[config.mk]
export PLATFORM = sky130hd
export DESIGN_NAME = pipeline_skid_buffer
export DESIGN_NICKNAME = d
export VERILOG_FILES = /design/src/rtl/pipeline_skid_buffer.sv
export SDC_FILE = /design/constraint.sdc
export NUM_CORES = 1
export LEC_CHECK = 0
export ABC_AREA = 1
export CORE_MARGIN = 10
export CORE_UTILIZATION = 42
export CTS_CLUSTER_SIZE = 12
export DETAILED_ROUTE_END_ITERATION = 8
export MAX_ROUTING_LAYER = met4
export PLACE_DENSITY = 0.7
export SLEW_MARGIN = 0
export SYNTH_ARGS = -nofsm -noshare
export SYNTH_HDL_FRONTEND = slang
export SYNTH_SLANG_ARGS = --single-unit
[constraint.sdc]
create_clock -name clk_i -period 3.2 [get_ports clk_i]
set_clock_uncertainty 0.05 [all_clocks]
set_input_delay 0.64 -clock clk_i [delete_from_list [all_inputs] [get_ports clk_i]]
set_output_delay 0.64 -clock clk_i [all_outputs]
set_load 0.02 [all_outputs]
[src/rtl/pipeline_skid_buffer.sv]
// Two-entry skid buffer (output register + skid register) that registers the
// upstream ready. Define PIPELINE_SKID_PASSTHROUGH_EN for a 0-latency bypass in EMPTY.
module pipeline_skid_buffer #(
  parameter int unsigned DATA_WIDTH = 32
) (
  input  logic                  clk_i,
  input  logic                  rst_ni,
  input  logic                  s_data_valid,
  output logic                  s_data_ready,
  input  logic [DATA_WIDTH-1:0] s_data_data,
  output logic                  m_data_valid,
  input  logic                  m_data_ready,
  output logic [DATA_WIDTH-1:0] m_data_data,
  input  logic                  s_ctrl_flush,
  input  logic                  s_ctrl_stall,
  output logic                  s_status_busy
);

  typedef enum logic [1:0] {
    EMPTY = 2'd0,
    ONE   = 2'd1,
    TWO   = 2'd2
  } state_t;

  state_t                state, state_next;
  logic [DATA_WIDTH-1:0] out_q, out_next;
  logic [DATA_WIDTH-1:0] skid_q, skid_next;
  logic                  in_xfer, out_xfer;

  always_ff @(posedge clk_i or negedge rst_ni) begin
    if (!rst_ni) begin
      state  <= EMPTY;
      out_q  <= '0;
      skid_q <= '0;
    end else begin
      state  <= state_next;
      out_q  <= out_next;
      skid_q <= skid_next;
    end
  end

  always_comb begin
    state_next = state;
    out_next   = out_q;
    skid_next  = skid_q;
    in_xfer    = s_data_valid && s_data_ready;
    out_xfer   = m_data_valid && m_data_ready;
    if (s_ctrl_flush) begin
      state_next = EMPTY;
      out_next   = '0;
      skid_next  = '0;
    end else if (!s_ctrl_stall) begin
      unique case (state)
        EMPTY: begin
`ifdef PIPELINE_SKID_PASSTHROUGH_EN
          // A bypassed beat that completes downstream leaves nothing to hold.
          if (in_xfer && !out_xfer) begin
            out_next   = s_data_data;
            state_next = ONE;
          end
`else
          if (in_xfer) begin
            out_next   = s_data_data;
            state_next = ONE;
          end
`endif
        end
        ONE: begin
          if (in_xfer && out_xfer) begin
            out_next = s_data_data;
          end else if (in_xfer) begin
            skid_next  = s_data_data;
            state_next = TWO;
          end else if (out_xfer) begin
            state_next = EMPTY;
          end
        end
        TWO: begin
          if (out_xfer) begin
            out_next   = skid_q;
            state_next = ONE;
          end
        end
        default: state_next = EMPTY;
      endcase
    end
  end

  // Upstream ready depends on state and stall only, never on m_data_ready.
  always_comb begin
    s_data_ready  = (state != TWO) && !s_ctrl_stall;
    m_data_valid  = (state != EMPTY) && !s_ctrl_stall;
    m_data_data   = out_q;
    s_status_busy = (state != EMPTY);
`ifdef PIPELINE_SKID_PASSTHROUGH_EN
    if (state == EMPTY && rst_ni) begin
      m_data_valid = s_data_valid && !s_ctrl_stall;
      m_data_data  = s_data_data;
    end
`endif
  end

endmodule
==> results by group <==
GRT
  • First-pass GRT wire length: ~12000 um
  • Vias in the first global route: around 2500
  • Grt total ovfl: 0
  • Antenna violations before repair: 0
  • GRT Overall Usage: 0.136
  • Largest net degree at the start of global routing: 65

Routing
  • Routed Antenna Nets: 0
  • TritonRoute pass-1 iters: 4
  • Initial DRC Count: 94
  • Via density per instance: between 4 and 5
  • Final wirelength: 7290 um
  • Via count: 2544
  • Drt wl/cell: ~14 um
  • DR DRC count: 0

Placement
  • Detail Placement HPWL: 5130 um
  • Placed instance count: 508
  • RD Place Congestion: approximately 0.75
  • Port bufs: 72

Power
  • Leak pwr: 1.73 nW
  • Cell-internal power: 1.84 mW
  • Cell Pwr Density: roughly 720 nW/um^2
  • Clock Power Share: 0.211
  • Worst vdd ir: around 0.00028 V
  • Logic pwr share: 0.407
  • Switching part of the total: 0.382
  • Sw Pwr: 1.14 mW
  • Sequential share of power: 0.383

Clock tree
  • Clock latency on the worst-skew pair: 0.34 ns
  • Post-CTS setup buffers: 0
  • TritonCTS Sinks: 66
  • TritonCTS clock tree: built
  • Root Driver: clkbuf_8
  • Total CTS buffers: 9
  • H-tree levels: 3
  • Post-CTS resize count: 0
  • Hold-fix buffers, CTS: 0
  • Deepest clock path buffer count: 2
  • Clock transition at the registers of the reported paths: approximately 0.070 ns

Timing
  • Setup TNS: 0 ns
  • Maximum clock rate: just under 400 MHz
  • Worst-margin pin slew: 0.813 ns
  • Final period utilization: 0.808
  • Rel. slew slack: 0.457
  • Hold Vio Cnt, Final: 0
  • Final Critical Period: 2.59 ns
  • Slew Limit Fails: 0
  • RSZ-0062 raised after global routing: no
  • Final setup viols: 0

Synth
  • Post-synth top area cell: dfrtp_1
  • Seq/Total Area, Yosys: 0.521
  • Top-count cell post-synth: dfrtp_1
  • Post-synth EDFFs: 0
  • Yosys cell types: 22
  • Seq cells post-synth: 66
  • Yosys Warn Count: 0
  • Cells after synthesis: 352
  • Dominant cells by area after synthesis: dfrtp_1 52%, o21ai_2 9.1%, nand2_1 7.7%
  • Syn nets: 390
  • Syn_area_per_cell: 9.01 sq um
  • Synth Cell Area: 3170 sq um
  • Top cell type's share of synthesized area: 0.521
  • Commonest cells in the netlist: 66 x dfrtp_1, 65 x nand2_1, 45 x inv_1, 33 x o21ai_2, 32 x o21ai_0
  • Fraction of registers with async set/reset: 1.00
  • Main flop type after synthesis: dfrtp_1

Cells and area
  • Ant. Diodes: 0
  • Area Overhead vs Synth: 29.7%
  • Share of cells above drive strength 1: 0.158
  • Fill count: between 600 and 700
  • Final Non-Filler Cells: 524
  • Layout Nets: 458

Critical path
  • Cells on worst reg2reg path: 8
  • CP Capture Type: primary output
  • Worst Path Max Fanout: 25
  • Reg2reg end: m_data_data[19]$_DFFE_PN0P_
  • CP Data Required Time: 2.51 ns
  • Critical path launch point type: register
  • R2r setup slk: 1.07 ns
  • Critical path class: register to primary output
  • Crit path DAT: 1.90 ns
  • Reg2reg start: state[1]$_DFFE_PN0P_

Floorplanning
  • Die height: 107 um
  • Initial core utilization: 0.435
  • Core area: between 7000 and 8000 sq um
  • Die width: 107 um
  • Io pins: 73
  • Row Count: 31
  • Die ar.: 11400 sq um

Run status
  • Outcome: complete, no violations

Min path
  • Min-delay worst type: primary input to async pin

Flow run
  • Number of max-cap violations: 0
cell usage in the layout, fill, tap and decap left out:
| master | synthesis | final |
|---|---|---|
| clkinv_1 | 2 | 2 |
| o211ai_1 | 21 | 21 |
| buf_2 | 4 | 1 |
| nand3_2 | 1 | 1 |
| nand2_2 | 1 | 1 |
| nand2_1 | 65 | 65 |
| inv_6 | 0 | 1 |
| nor2_2 | 1 | 1 |
| clkinvlp_4 | 0 | 3 |
| nor2_1 | 9 | 9 |
| o21ai_0 | 32 | 32 |
| a21oi_1 | 12 | 12 |
| dfrtp_1 | 66 | 66 |
| o22ai_1 | 11 | 11 |
| buf_4 | 0 | 8 |
| clkbuf_8 | 0 | 10 |
| nand3_4 | 1 | 1 |
| nand2_4 | 2 | 2 |
| o21ai_2 | 33 | 33 |
| clkdlybuf4s50_1 | 0 | 71 |
| inv_1 | 45 | 45 |
| nand3_1 | 24 | 24 |
| clkinv_2 | 0 | 2 |
| inv_2 | 3 | 3 |
logic make-up after synthesis:
logic type | share of synthesized area
AOI/OAI and AO/OA | 0.232
and+or+nand+nor | 0.145
DFF | 0.521
buffers and inverters | 0.103
per-layer routing:
layer | share of wire | track usage
met5 | 0 | -
met4 | 0.010 | 0.0522
met3 | 0.037 | 0.0389
met2 | 0.51 | 0.221
met1 | 0.44 | 0.155
through the flow:
step | hold WS, ns | cell area [sq um] | utilization | power (mW) | worst slack, ns
2_1_floorplan | 0.294 | 3170 | - | 1.91 | 1.30
3_3_place_gp | 0.415 | 3940 | 0.540 | 2.37 | 0.650
4_1_cts | 0.358 | 4110 | 0.564 | 3.02 | 0.584
5_1_grt | 0.383 | 4110 | 0.564 | 3.18 | 0.462
6_report | 0.331 | 4110 | 0.564 | 2.97 | 0.613
3_5_place_dp | 0.418 | 3940 | 0.540 | 2.38 | 0.579
power by group through the flow:
stage	clock network (mW)	logic, mW	registers (mW)
floorplan	0	0.576	1.33
global placement	0	1.22	1.15
detailed placement	0	1.23	1.16
CTS	0.641	1.23	1.14
global route	0.691	1.32	1.17
finish	0.626	1.21	1.14
flip-flops by register name (all words and copies together), names as in the netlist:
signal	flops
skid_q	32
state	2
m_data_data	32
worst max-delay path by stage:
stage | start | depth (start not counted) | slack [ns] | to
2_1_floorplan | state[1]$_DFFE_PN0P_ | 4 | 1.30 | s_data_ready
3_3_place_gp | s_ctrl_stall | 9 | 0.65 | m_data_data[29]$_DFFE_PN0P_
3_5_place_dp | s_ctrl_stall | 9 | 0.58 | m_data_data[19]$_DFFE_PN0P_
4_1_cts | state[1]$_DFFE_PN0P_ | 4 | 0.58 | s_data_ready
5_1_grt | state[1]$_DFFE_PN0P_ | 4 | 0.46 | s_data_ready
6_report | state[1]$_DFFE_PN0P_ | 4 | 0.61 | s_data_ready
area by class of cell:
type | instances | area, sq um | area share
Clock buffer | 10 | 138 | 0.0335
Clock inverter | 6 | 41.3 | 0.0100
Inverter | 50 | 188 | 0.0456
Multi-Input combinational cell | 213 | 1200 | 0.291
Sequential cell | 66 | 1650 | 0.401
Tap cell | 99 | 124 | 0.0301
Timing Repair Buffer | 80 | 776 | 0.189
worst max-delay path: stages, from the launching register on:
cell and delay (ns):
dfrtp_1 0.47, nand2_4 0.26, clkinv_1 0.13, nor2_1 0.10, clkdlybuf4s50_1 0.61
(Power assumes the default switching activity.)
